## src/rtl/vga_pkg.sv

```systemverilog
// Shared VGA timing constants, tile-fetch FSM encoding and address helper.
// Used by the sync generator and the line fetcher.
package vga_pkg;

    localparam int VGA_H_DISPLAY = 640;
    localparam int VGA_H_TOTAL   = 800;
    localparam int VGA_V_DISPLAY = 480;
    localparam int VGA_V_TOTAL   = 525;
    localparam int VGA_TILES     = VGA_H_DISPLAY / 8;
    localparam int TILE_COLOUR_W = 6;

    typedef enum logic [1:0] {
        ST_IDLE = 2'd0,
        ST_REQ  = 2'd1,
        ST_DONE = 2'd2
    } fetch_state_e;

    // Full-width tile address: line*tiles + col (max 479*80+79 fits in 16 bits).
    function automatic logic [15:0] tile_addr(input logic [15:0] line,
                                              input logic [15:0] col,
                                              input logic [15:0] tiles);
        return line * tiles + col;
    endfunction

endpackage

```

## src/rtl/vga_line_buffer.sv

```systemverilog
// Two-bank tile colour line buffer: one write port and one synchronous read
// port, each with its own bank select. Contents are never reset.
module vga_line_buffer
    import vga_pkg::*;
#(
    parameter int DEPTH = VGA_TILES,
    parameter int WIDTH = TILE_COLOUR_W,
    parameter int AW    = $clog2(DEPTH)
) (
    input  logic             clk,
    input  logic             wr_en,
    input  logic             wr_bank,
    input  logic [AW-1:0]    wr_addr,
    input  logic [WIDTH-1:0] wr_data,
    input  logic             rd_bank,
    input  logic [AW-1:0]    rd_addr,
    output logic [WIDTH-1:0] rd_data
);

    logic [WIDTH-1:0] mem [2][DEPTH];

    always_ff @(posedge clk) begin
        if (wr_en && (int'(wr_addr) < DEPTH)) begin
            mem[wr_bank][wr_addr] <= wr_data;
        end
    end

    // Out-of-range columns read as black rather than undefined data.
    always_ff @(posedge clk) begin
        if (int'(rd_addr) < DEPTH) begin
            rd_data <= mem[rd_bank][rd_addr];
        end else begin
            rd_data <= '0;
        end
    end

endmodule

```

## src/rtl/vga_line_fetcher.sv

```systemverilog
// Prefetches the tile colours of the next visible line into a ping-pong line
// buffer while the current line is displayed from the other bank.
module vga_line_fetcher
    import vga_pkg::*;
#(
    parameter int H_DISPLAY = VGA_H_DISPLAY,
    parameter int V_DISPLAY = VGA_V_DISPLAY,
    parameter int V_TOTAL   = VGA_V_TOTAL,
    parameter int TILES     = VGA_TILES
) (
    input  logic         clk,
    input  logic         rst_n,
    input  logic [9:0]   hpos,
    input  logic [9:0]   vpos,
    input  logic         display_on,
    output logic         mem_req,
    output logic [15:0]  mem_addr,
    input  logic         mem_ack,
    input  logic [5:0]   mem_rdata,
    output logic [5:0]   rgb,
    output logic         fetch_busy,
    output logic         underrun,
    input  logic         underrun_clr,
    output fetch_state_e state_dbg
);

    localparam int COL_W = $clog2(TILES);

    fetch_state_e     state_q, state_d;
    logic [COL_W-1:0] col_q, col_d;
    logic [9:0]       line_q, line_d;
    logic             gap_q, gap_d;
    logic             bank_q;
    logic             underrun_q;
    logic             display_on_q;

    logic             trigger;
    logic [9:0]       next_line;
    logic             fetch_start;
    logic             last_col;
    logic             wr_en;
    logic [5:0]       rd_data;

    assign trigger     = (hpos == 10'(H_DISPLAY));
    assign next_line   = (vpos == 10'(V_TOTAL - 1)) ? 10'd0 : vpos + 10'd1;
    assign fetch_start = trigger && (next_line < 10'(V_DISPLAY));
    assign last_col    = (col_q == COL_W'(TILES - 1));

    // Handshake: mem_req stays high with mem_addr stable until a rising edge
    // with mem_ack=1 (mem_rdata captured on that edge); mem_ack is ignored while
    // mem_req is low; after each accepted beat mem_req drops for one cycle.
    assign mem_req    = (state_q == ST_REQ) && !gap_q;
    assign mem_addr   = tile_addr(16'(line_q), 16'(col_q), 16'(TILES));
    assign fetch_busy = (state_q == ST_REQ);
    assign underrun   = underrun_q;
    assign state_dbg  = state_q;
    assign rgb        = display_on_q ? rd_data : 6'd0;

    always_comb begin
        state_d = state_q;
        col_d   = col_q;
        line_d  = line_q;
        gap_d   = 1'b0;
        wr_en   = 1'b0;
        case (state_q)
            ST_IDLE: ;
            ST_REQ: begin
                if (!gap_q && mem_ack) begin
                    wr_en = 1'b1;
                    if (last_col) begin
                        state_d = ST_DONE;
                    end else begin
                        col_d = col_q + COL_W'(1);
                        gap_d = 1'b1;
                    end
                end
            end
            ST_DONE: state_d = ST_IDLE;
            default: state_d = ST_IDLE;
        endcase
        // A line trigger overrides everything: an in-flight beat is dropped.
        if (fetch_start) begin
            state_d = ST_REQ;
            col_d   = '0;
            line_d  = next_line;
            gap_d   = 1'b0;
            wr_en   = 1'b0;
        end else if (trigger && (state_q == ST_REQ)) begin
            state_d = ST_IDLE;
            gap_d   = 1'b0;
            wr_en   = 1'b0;
        end
    end

    always_ff @(posedge clk) begin
        if (!rst_n) begin
            state_q      <= ST_IDLE;
            col_q        <= '0;
            line_q       <= '0;
            gap_q        <= 1'b0;
            bank_q       <= 1'b0;
            underrun_q   <= 1'b0;
            display_on_q <= 1'b0;
        end else begin
            state_q      <= state_d;
            col_q        <= col_d;
            line_q       <= line_d;
            gap_q        <= gap_d;
            display_on_q <= display_on;
            if (trigger) begin
                bank_q <= ~bank_q;
            end
            if (trigger && (state_q == ST_REQ)) begin
                underrun_q <= 1'b1;
            end else if (underrun_clr) begin
                underrun_q <= 1'b0;
            end
        end
    end

    vga_line_buffer #(
        .DEPTH (TILES),
        .WIDTH (6),
        .AW    (COL_W)
    ) u_line_buffer (
        .clk     (clk),
        .wr_en   (wr_en),
        .wr_bank (~bank_q),
        .wr_addr (col_q),
        .wr_data (mem_rdata),
        .rd_bank (bank_q),
        .rd_addr (COL_W'(hpos[9:3])),
        .rd_data (rd_data)
    );

endmodule

```

## config.mk

```make
export PLATFORM = sky130hd
export DESIGN_NAME = vga_line_fetcher
export DESIGN_NICKNAME = d
export VERILOG_FILES = /design/src/rtl/vga_pkg.sv /design/src/rtl/vga_line_buffer.sv /design/src/rtl/vga_line_fetcher.sv
export SDC_FILE = /design/constraint.sdc
export NUM_CORES = 1
export LEC_CHECK = 0
export ABC_AREA = 0
export BUFFER_PORTS_ARGS = -buffer_cell sky130_fd_sc_hd__buf_2
export CAP_MARGIN = 40
export CORE_UTILIZATION = 63
export CTS_CLUSTER_DIAMETER = 50
export DETAILED_ROUTE_END_ITERATION = 10
export PLACE_DENSITY_LB_ADDON = 0.25
export SLEW_MARGIN = 30
export SYNTH_ARGS = -nofsm -noshare
export SYNTH_HDL_FRONTEND = slang
export SYNTH_SLANG_ARGS = --single-unit
```

## constraint.sdc

```tcl
create_clock -name clk -period 2.8 [get_ports clk]
set_input_delay 0.28 -clock clk [delete_from_list [all_inputs] [get_ports clk]]
set_output_delay 0.28 -clock clk [all_outputs]
set_load 0.02 [all_outputs]
```

# Yosys cells after proc, flatten, opt, wreduce, memory -nomap -nowiden
# Memories as Yosys holds them, arrays and structs flattened. A register that Yosys moved wholly into a read port is not among the register bits.
# Cells that the tools add are included.
# W data, S select, Z words.
word_totals:
  mem_count: 1
  ramBits: 960
  output_inout_bits: 27
  inputBits: 31
  regBits: 29
  elab_cells: 75
op_classes:
  reduce_logical: 15
  magnitude_cmp: 6
  n_eq_ne: 9
  n_addsub: 3
  mul: 1
  n_mux: 23
  n_bitwise: 8
memory_table:
  columns: ["name", "depth", "width", "read_ports", "rd_clocked_by_memory_dff", "write_ports", "line", "rtl"]
  rows:
  - ["u_line_buffer.mem", 2, 480, 1, 1, 1, "vga_line_buffer.sv:20", "logic [WIDTH-1:0] mem [2][DEPTH];"]
ops:
  columns: ["op", "count"]
  rows:
  - ["$mux W480", 1]
  - ["$bmux W6 S7", 1]
  - ["$demux W6 S7", 1]
  - ["$mux W6", 4]
  - ["$eq A10 B10 Y1 const B", 2]
  - ["$add A16 B7 Y16", 1]
  - ["$ge A8 B8 Y1 const B", 2]
  - ["$not A7 Y8", 2]
  - ["$lt A7 B7 Y1 const B", 2]
  - ["$mul A10 B3 Y12 const B", 1]
  - ["$mux W1", 12]
  - ["$add A10 B1 Y10 const B", 1]
  - ["$lt A10 B9 Y1 const B", 1]
  - ["$mux W10", 1]
  - ["$reduce_and A3 Y1", 3]
  - ["$lt A8 B1 Y1 const B", 1]
  - ["$ne A4 B1 Y1 const B", 2]
  - ["$add A7 B1 Y7 const B", 1]
  - ["$eq A7 B7 Y1 const B", 1]
  - ["$logic_and A1 B1 Y1", 6]
  - ["$not A1 Y1", 6]
  - ["$reduce_or A5 Y1", 1]
  - ["$mux W2", 2]
  - ["$ne A2 B1 Y1 const B", 2]
  - ["8 further kinds", 8]

# Depth between registers and ports, before layout
# Gate-level depths: netlist of run 1.
depth:
  depth_word: 9
  mapped_depth: 11
  mapped_depth_nobuf: 11

# By module
# From an unflattened synthesis of run 1, not the netlist that was laid out.
unflattened:
  cells_unflattened: 2046
  hier_area_um2: 39540.4
modules_own_cells:
  columns: ["module", "cells_each", "instances", "area_per_inst_um2", "seq_area_each_um2"]
  rows:
  - ["vga_line_buffer", 1810, 1, 37611.1, 28947.8]
  - ["vga_line_fetcher", 236, 1, 1929.4, 460.4]

# Worst setup path after synthesis of run 1
# Ideal clock, no wire load.
synth_timing:
  path_type: "register to output"
  start: "register line_q[1]"
  end: "output mem_addr[15]"
  n_path_buf: 0
  setup_slack_ps: -62
  arrival_time_ps: 2582
  required_time_ps: 2520
  path_stages_with_launch: 10
  cell_sequence: "dfxtp_1 > ha_1 > ha_1 > inv_1 > fa_1 > nor3b_1 > nand3_1 > nor3b_1 > nand3_1 > xnor2_1"
synth_between:
  elab_chain_len: 2
synth_lines:
  columns: ["element", "line", "rtl"]
  rows:
  - ["start, declared", "vga_line_fetcher.sv:31", "logic [9:0] line_q, line_d;"]
  - ["start signal, assigned", "vga_line_fetcher.sv:107", "line_q <= line_d;"]
  - ["$mul A10 B3 Y12", "vga_pkg.sv:22", "return line * tiles + col;"]
  - ["$add A16 B7 Y16", "vga_pkg.sv:22", null]
  - ["end, declared", "vga_line_fetcher.sv:17", "output logic [15:0] mem_addr,"]
# Every way passes these cells.

# Final worst setup path of run 1
layout_timing:
  start: "register line_q[3]"
  end: "output mem_addr[15]"
# Same word-level chain as after synthesis.

==> flow_summary.yaml, run 1 <==
placement:
  portBuffers: 57
  routabilityCongestion: 0.929
  dpl.hpwl_um: 60600
setup_path:
  cp_slowest_cell: "dfxtp_4"
  path_cells: "ha_1 -> ha_4 -> a211o_1 -> a21oi_4 -> xnor2_2 -> nor3b_2 -> nand3_2 -> xnor2_2 -> buf_4"
  critical_path_buf_inv_count: 1
  end_kind: "output port"
  cp_data_required_time_ns: 2.52
  cp_max_fo: 4
  crit_arrival_ns: 3.00
  critical_path_class: "reg -> out"
  cp-start-kind: "flop"
  max_stage_delay_ns: 0.36
  path_delay_family: "adder cells"
  crit_path_frequent_cell: "xnor2_2"
cells_and_area:
  n_fill_cell: 3437
  multiInputGateArea_mm2: 0.0100
  utilization: 0.738
  antennaDiodeCount: 0
  layout-drive-gt1-share: 0.301
  nets: 2317
  regArea_mm2: 0.0294
  syn2layout_area_growth_pct: 15.1
sta:
  whs_ns: 0.0208
  worstMarginPinSlew_ns: 0.813
  rsz0062_at_grt: "true"
  final_max_slew_viol_count: 0
  max_freq_mhz: 305
  finalCriticalPeriod_ns: 3.28
  fin_crit_sh: 1.17
  finalHoldViolCount: 0
  setup_viol: 7
  clock_skew_ns: 0.0467
  relSlewSlack: 0.456
  setup_ws_ns: -0.480
synth:
  ys.flop_type: "edfxtp_1"
  ys_seq_area_frac: 0.741
  synth-seq-cells: 990
  synth_edf_count: 960
  synth_cell_types: 63
  synthArstFlopShare: 0
  synth_top_area_share: 0.726
  synth_top_area_cell: "edfxtp_1"
  syn-num-nets: 2126
  synthTopCellsByArea: "edfxtp_1, mux4_2, mux2i_1"
  synthCells: 2071
  syn-cell-area_mm2: 0.0397
  ys_warn_count: 0
  synth_area_per_cell_um2: 19.2
global_routing:
  grt_pass1_wl_um: 142000
  antenna_found_initial: 1
  grt_max_degree: 113
  track_usage: 0.309
  grt_pass1_vias: 21700
  grt-ovfl-total: 0
floorplan:
  die_w_um: 253
  std_cell_rows: 91
  fp.dieH_um: 253
  initial_core_util: 0.641
  coreArea_mm2: 0.0619
  floorplan.die_area_mm2: 0.0640
  pin_count: 58
clock_tree:
  cts_max_path_buffers: 3
  cts_buffers: 98
  cts_tree: "done"
  htree_num_levels: 3
  path_clk_slew_ns: 0.06
  insertion_delay_ns: 0.69
  cts.sinks: 990
  root_buffer: "clkbuf_16"
detailed_routing:
  drt_first_pass_iters: 5
  dr.first_iter.drc_count: 2509
  num_vias: 21400
  drt-vias-per-instance: 6.72
  drcViolationCount: 0
  drtAntennaViolNets: 0
  wire_per_inst_um: 30.1
  routed_wl_um: 96000
power_and_ir_drop:
  vdd_drop_max_v: 0.000678
  p_leak_uw: 0.0147
  p_per_area_mw_per_mm2: 669
run:
  cap_violations: 0
hold_path:
  hold_path.class: "in -> reg"
status:
  status: "finished, violations left"
  violations: "negative setup slack"
-- worst paths after layout --
path	slack, ns	endpoint	cells past startpoint	startpoint
setup reg to reg	0.04	u_line_buffer.rd_data[4]	8	flop
hold / removal	0.02	u_line_buffer.mem[1][209]	1	mem_rdata[5]
setup / recovery	-0.48	mem_addr[15]	9	line_q[3]
hold reg to reg	0.49	line_q[9]	2	line_q[9]
-- layer usage --
metal  part of all wire  up-vias  wire length (um)  global-route usage
met5            0.00014        -                13                   0
met4              0.035        2              3410               0.125
met3              0.099      198              9500              0.0641
met2               0.50     1336             47600               0.495
met1               0.37    11000             35400               0.420
li1                   -     8823                 -                   -
-- layout make-up --
type | count | area share
clock inverter | 60 | 0.0130
sequential | 990 | 0.644
multi-input combinational | 942 | 0.219
inverter | 18 | 0.00148
tap | 837 | 0.0229
timing repair buffer | 212 | 0.0414
clock buffer | 125 | 0.0582
-- layout by cell type (no fill, tap or decap), types with 9 or more instances in the layout --
master / n
edfxtp_1: 960
clkinv_1: 21
nand3_1: 40
clkinv_2: 17
clkbuf_16: 102
o21ai_0: 20
o22ai_1: 14
buf_12: 28
and2_1: 13
ha_1: 14
buf_4: 133
a311oi_1: 10
bufinv_16: 9
nor2b_1: 20
a22oi_1: 17
mux2_2: 26
inv_1: 16
a21oi_1: 22
clkbuf_1: 21
nand2_1: 52
buf_2: 42
mux4_2: 210
nor2_2: 71
nor3_1: 10
xor2_1: 14
nand4_1: 12
a221oi_1: 11
mux2i_1: 99
xnor2_1: 10
dfxtp_1: 24
nor2_1: 124
-- power breakdown --
group / leakage (uW) / internal (uW) / switching (uW) / total (uW)
combinational: 0.00421 / 381 / 717 / 1100
clock: 0.00158 / 7600 / 5630 / 13200
sequential: 0.00887 / 16200 / 5.33 / 16200
total: 0.0147 / 24200 / 6360 / 30600
-- worst register-to-register path, delay by kind of cell (launching register included) --
| kind | cells | cell delay [ns] |
|---|---|---|
| mux | 1 | 0.52 |
| buf+inv | 3 | 0.62 |
| flops | 1 | 0.44 |
| compound gates | 4 | 1.05 |
-- metrics by stage --
stage	cells	instance area, um^2	setup slack (ns)	setup TNS (ns)	power [uW]
6_report	3184	45700	-0.480	-2.31	30600
3_5_place_dp	2987	41900	-0.0623	-1.28	17600
5_1_grt	3184	45700	-0.556	-2.98	31200
2_1_floorplan	2071	39700	0.0182	0	17100
4_1_cts	3181	45400	-0.498	-2.36	30600
3_3_place_gp	2987	41900	-0.0252	-0.741	17600
-- Yosys cell counts (7+ instances only) --
library cell,n
nor2_1,195
mux2_2,26
nor3_1,12
a21oi_1,25
o21ai_0,23
xnor2_1,15
mux4_2,210
nor2b_1,21
buf_2,45
mux2i_1,99
nand3_1,42
a221oi_1,12
o22ai_1,15
and2_1,13
a311oi_1,10
nand2_1,52
xor2_1,15
a22oi_1,17
a31oi_1,7
edfxtp_1,960
ha_1,22
buf_4,22
buf_1,7
clkbuf_1,43
o221ai_1,7
inv_1,17
nand4_1,12
dfxtp_1,30
-- cells by family after synthesis --
kind of cell               Yosys count  share of synthesized area
and+or+nand+nor                    383                     0.0444
adders and majority gates           24                    0.00794
muxes                              335                      0.151
AOI/OAI and AO/OA                  170                     0.0310
DFF                                990                      0.741
buffers and inverters              139                     0.0174
xor gates and xnor gates            30                    0.00662
-- timing repair --
| action | CTS | global route |
|---|---|---|
| resized for setup | 42 | 86 |
| pin swaps | 24 | 9 |
| endpoints found under the setup margin | 10 | 486 |
| gates cloned | 1 | 0 |
| hold buffers | 4 | 0 |
| hold endpoints to repair | 7 | 0 |
| setup buffers | 5 | 3 |
-- registers in the layout, indices dropped and copies added (netlist names), named ones only --
| signal | flops |
|---|---|
| col_q | 7 |
| underrun | 1 |
| display_on_q | 1 |
| gap_q | 1 |
| line_q | 10 |
| u_line_buffer.rd_data | 6 |
| u_line_buffer.mem | 960 |
| state_dbg | 2 |
| bank_q | 1 |
Note: power is estimated with default switching activity, not from simulation.
==> run 2, diff against run 1 <==
CORE_UTILIZATION = 46   (was 63)
==> run 2 against run 1 <==
The run still ends with negative setup slack left. Die area up 37%. Clock power up 11%. Via count down 0.39%. First-iteration DRC count down 10%. Worst hold slack better by 0.00067 ns. Power up 4.9%. Flip-flop and latch count unchanged. Global-route usage down 7.1 points. Cell area up 2.8%. Critical endpoint is now mem_addr[12]. Largest power group unchanged.
==> flow_summary.yaml, run 2 (synthesis results as in run 1) <==
status:
  violations: "negative setup slack"
  status: "finished, violations left"
detailed_routing:
  num_vias: 21300
  drt-vias-per-instance: 5.99
  wire_per_inst_um: 28.5
  routed_wl_um: 102000
  dr.first_iter.drc_count: 2248
  drcViolationCount: 0
  drt_first_pass_iters: 8
  drtAntennaViolNets: 0
sta:
  finalCriticalPeriod_ns: 3.32
  whs_ns: 0.0215
  max_freq_mhz: 301
  setup_ws_ns: -0.523
  clock_skew_ns: 0.0293
  setup_viol: 7
  finalHoldViolCount: 0
  relSlewSlack: 0.386
  final_max_slew_viol_count: 0
  setup_tns_ns: -2.59
  rsz0062_at_grt: "true"
  worstMarginPinSlew_ns: 0.919
  fin_crit_sh: 1.19
global_routing:
  grt-ovfl-total: 0
  antenna_found_initial: 3
  grt_max_degree: 161
  grt_pass1_vias: 21900
  grt_pass1_wl_um: 149000
  track_usage: 0.237
floorplan:
  coreArea_mm2: 0.0853
  die_w_um: 296
  std_cell_rows: 107
  floorplan.die_area_mm2: 0.0875
  fp.dieH_um: 296
  initial_core_util: 0.466
  pin_count: 58
cells_and_area:
  regArea_mm2: 0.0294
  multiInputGateArea_mm2: 0.0100
  final_cell_mix: "edfxtp_1, mux4_2, buf_4"
  regMostFlops: "u_line_buffer.mem"
  antennaDiodeCount: 0
  syn2layout_area_growth_pct: 18.3
  largest_register_ffs: 960
  final_area_mm2: 0.0470
  n_fill_cell: 6488
  nets: 2379
  final_common_cell: "edfxtp_1"
  top_regs: "u_line_buffer.mem (960), line_q (10), col_q (7)"
  instances_no_fill: 3561
  layout-drive-gt1-share: 0.320
clock_tree:
  cts.sinks: 990
  cts_max_path_buffers: 3
  root_buffer: "clkbuf_16"
  path_clk_slew_ns: 0.06
  insertion_delay_ns: 0.68
  cts_tree: "done"
  cts_buffers: 110
  htree_num_levels: 3
power_and_ir_drop:
  p_int_uw: 25300
  swShare: 0.212
  combPwrFrac: 0.036
  p_per_area_mw_per_mm2: 683
  power_frac_seq: 0.507
  clockPowerShare: 0.457
  netSwitchingPower_uw: 6780
  vdd_drop_max_v: 0.000518
  p_leak_uw: 0.0152
setup_path:
  cp_data_required_time_ns: 2.52
  cp-start-kind: "flop"
  crit_arrival_ns: 3.04
  r2r_slack_ns: 0.02
  cp_max_fo: 3
  end_kind: "output port"
  critical_path_class: "reg -> out"
placement:
  portBuffers: 57
  placed_cell_area_mm2: 0.0425
  routabilityCongestion: 0.878
  place_ws_ns: -0.218
  dpl.hpwl_um: 65100
  dpl.cell_count: 3338
run:
  cap_violations: 0
hold_path:
  hold_path.class: "in -> reg"
[run 2: power by group through the flow]
| stage | sequential [uW] | clock, uW | combinational, uW |
|---|---|---|---|
| 6_report | 16300 | 14600 | 1160 |
| 5_1_grt | 16300 | 15400 | 1220 |
| 4_1_cts | 16300 | 14800 | 1150 |
| 3_5_place_dp | 16600 | 0 | 1150 |
| 3_3_place_gp | 16600 | 0 | 1120 |
| 2_1_floorplan | 16600 | 0 | 504 |
[run 2: worst paths after layout]
| kind | startpoint | to | cells past startpoint |
|---|---|---|---|
| worst max-delay path | line_q[3] | mem_addr[12] | 10 |
| worst min-delay path | vpos[0] | line_q[0] | 4 |
| worst max register to register | flop | u_line_buffer.rd_data[0] | 10 |
| worst min register to register | line_q[9] | line_q[9] | 2 |
[run 2: metal layers]
layer	part of all wire	track usage	vias to the layer above
met5	0	0	-
met4	0.028	0.0757	0
met3	0.076	0.0379	165
met2	0.48	0.374	965
met1	0.42	0.341	11200
li1	-	-	8961
[run 2: timing repair]
item / in CTS / in global routing
hold buffers: 2 / 0
gates cloned: 3 / 1
buffers inserted: 2 / 10
gates resized for setup: 69 / 66
endpoints found under the hold margin: 3 / 0
pin swaps: 23 / 13
setup endpoints to repair: 125 / 257
[run 2: metrics by stage]
step	util	power (uW)
6_report	0.551	32100
5_1_grt	0.551	32800
4_1_cts	0.547	32200
3_5_place_dp	0.499	17700
3_3_place_gp	0.499	17700
2_1_floorplan	-	17100
[run 2: layout make-up]
type,count,share of cell area
clock buffer,129,0.0621
inverter,18,0.00144
clock inverter,76,0.0169
sequential,990,0.627
tap,1144,0.0305
multi-input combinational,942,0.213
timing repair buffer,262,0.0494
[run 2: critical path, cell delays in order, from the launching register on]
cell     delay [ns]
dfxtp_4        0.36
ha_4           0.27
ha_4           0.13
inv_2          0.04
fa_2           0.36
xor2_2         0.16
or3_4          0.41
nor3_4         0.22
buf_4          0.14
xor2_1         0.14
buf_4          0.16
==> run 3, diff against run 2 <==
CORE_UTILIZATION = 57   (was 46)
clock period = 3 ns   (was 2.8 ns; I/O delays follow)
==> run 3 against run 2 <==
The run still ends with negative setup slack left. Combinational power decreased by 12%. Clock power decreased by 13%. Power decreased by 10%. Global-route usage increased by 3.0 points. Critical endpoint is now mem_addr[15].
==> flow_summary.yaml, run 3 (synthesis results as in run 1) <==
status:
  status: "finished, violations left"
  violations: "negative setup slack"
detailed_routing:
  drcViolationCount: 0
  drt-vias-per-instance: 6.39
  routed_wl_um: 92600
  num_vias: 20800
  wire_per_inst_um: 28.5
  wl_met1_um: 37500
  drt_first_pass_iters: 5
  dr.max_layer_used: "met5"
  drtAntennaViolNets: 0
  met3WireLength_um: 7410
  dr.first_iter.drc_count: 2368
  dr_wl_met2_um: 44500
sta:
  setup_viol: 5
  final_max_slew_viol_count: 0
  finalHoldViolCount: 0
  setup_ws_ns: -0.428
  relSlewSlack: 0.436
  fin_crit_sh: 1.14
  worstMarginPinSlew_ns: 0.843
  max_freq_mhz: 292
  rsz0062_at_grt: "true"
  clock_skew_ns: 0.0176
  setup_tns_ns: -1.46
  finalCriticalPeriod_ns: 3.43
run:
  cap_violations: 0
floorplan:
  pin_count: 58
  floorplan.die_area_mm2: 0.0707
  coreArea_mm2: 0.0687
  die_w_um: 266
  fp.dieH_um: 266
  std_cell_rows: 96
  initial_core_util: 0.578
cells_and_area:
  largest_register_ffs: 960
  n_fill_cell: 4513
  utilization: 0.662
  nets: 2293
  final_cell_mix: "edfxtp_1, mux4_2, nor2_1"
  layout-drive-gt1-share: 0.263
  regMostFlops: "u_line_buffer.mem"
  top_regs: "u_line_buffer.mem (960), line_q (10), col_q (7)"
  final_common_cell: "edfxtp_1"
  multiInputGateArea_mm2: 0.00978
  regArea_mm2: 0.0294
  syn2layout_area_growth_pct: 14.5
global_routing:
  track_usage: 0.267
  grt_max_degree: 161
  grt_pass1_vias: 20900
  grt_pass1_wl_um: 137000
  antenna_found_initial: 2
  grt-ovfl-total: 0
setup_path:
  critical_path_class: "reg -> out"
  cp_slowest_cell: "fa_2"
  reg2reg_depth: 9
  cp-start-kind: "flop"
  r2r_slack_ns: 0.11
  end_kind: "output port"
  cp_max_fo: 3
  reg2reg_to: "u_line_buffer.rd_data[5]"
  max_stage_delay_ns: 0.36
  cp_data_required_time_ns: 2.70
  path_cells: "ha_4 -> ha_4 -> inv_2 -> fa_2 -> nor2b_1 -> o21ai_1 -> a21boi_1 -> o31a_1 -> o22ai_2 -> xnor2_2 -> xnor2_2 -> buf_6"
  crit_path_start: "line_q[3]"
  crit_arrival_ns: 3.13
clock_tree:
  insertion_delay_ns: 0.67
  cts_buffers: 101
  cts.sinks: 990
  cts_tree: "done"
  htree_num_levels: 3
  root_buffer: "clkbuf_16"
  path_clk_slew_ns: 0.06
  cts_max_path_buffers: 3
power_and_ir_drop:
  p_per_area_mw_per_mm2: 635
  p_leak_uw: 0.0146
  p_total_uw: 28900
  vdd_drop_max_v: 0.000518
placement:
  portBuffers: 57
  dpl.hpwl_um: 58500
  routabilityCongestion: 0.891
hold_path:
  hold-path-cell-count: 4
  hold_path_startpoint: "mem_ack"
  hold_path.class: "in -> reg"
  whs_endpoint: "state_dbg[0]"
[run 3: stage by stage]
step	setup slack, ns	hold WS, ns	std cells	cell area [um^2]
floorplan	0.118	0.399	2071	39700
finish	-0.428	0.0322	3251	45500
global placement	0.0908	0.455	3050	41700
global route	-0.531	0.0484	3250	45500
CTS	-0.362	0.000730	3245	45300
detailed placement	0.00199	0.463	3051	41700
[run 3: worst max-delay path: cells and delay by family (launching register included)]
kind	cells	cell delay, ns
AO/OA/AOI/OAI	4	0.64
buffers and inverters	2	0.19
AND/OR/NAND/NOR	1	0.16
adder cells (fa/ha/maj)	3	0.76
flip-flops	1	0.34
XOR/XNOR	2	0.38
[run 3: repair_timing]
action / in CTS / in global routing
endpoints found under the setup margin: 8 / 15
setup buffers: 8 / 2
resized for setup: 32 / 19
hold endpoints to repair: 4 / 0
hold buffers: 2 / 0
pin swaps: 18 / 17
[run 3: area by class of cell]
| type | instances | share of cell area |
|---|---|---|
| Antenna cell | 1 | 0.0000550 |
| Sequential cell | 990 | 0.647 |
| Clock inverter | 64 | 0.0164 |
| Clock buffer | 120 | 0.0576 |
| Timing Repair Buffer | 185 | 0.0362 |
| Multi-Input combinational cell | 942 | 0.215 |
| Inverter | 18 | 0.00149 |
| Tap cell | 931 | 0.0256 |
[run 3: how the worst max path moves through the flow]
stage / cells past startpoint / to
floorplan: 9 / mem_addr[15]
global placement: 10 / mem_addr[15]
detailed placement: 9 / u_line_buffer.rd_data[5]
CTS: 10 / mem_addr[14]
global route: 12 / mem_addr[15]
finish: 12 / mem_addr[15]
[run 3: per-layer routing]
metal  vias to the layer above  GRT usage
li1                       8777          -
met1                     10800      0.378
met2                       975      0.417
met3                       199     0.0529
met4                         4     0.0991
met5                         -          0
[run 3: report_power, final]
group	total [uW]	switching (uW)	internal, uW
registers	15200	3.20	15200
clock network	12700	5260	7410
logic	1020	664	352
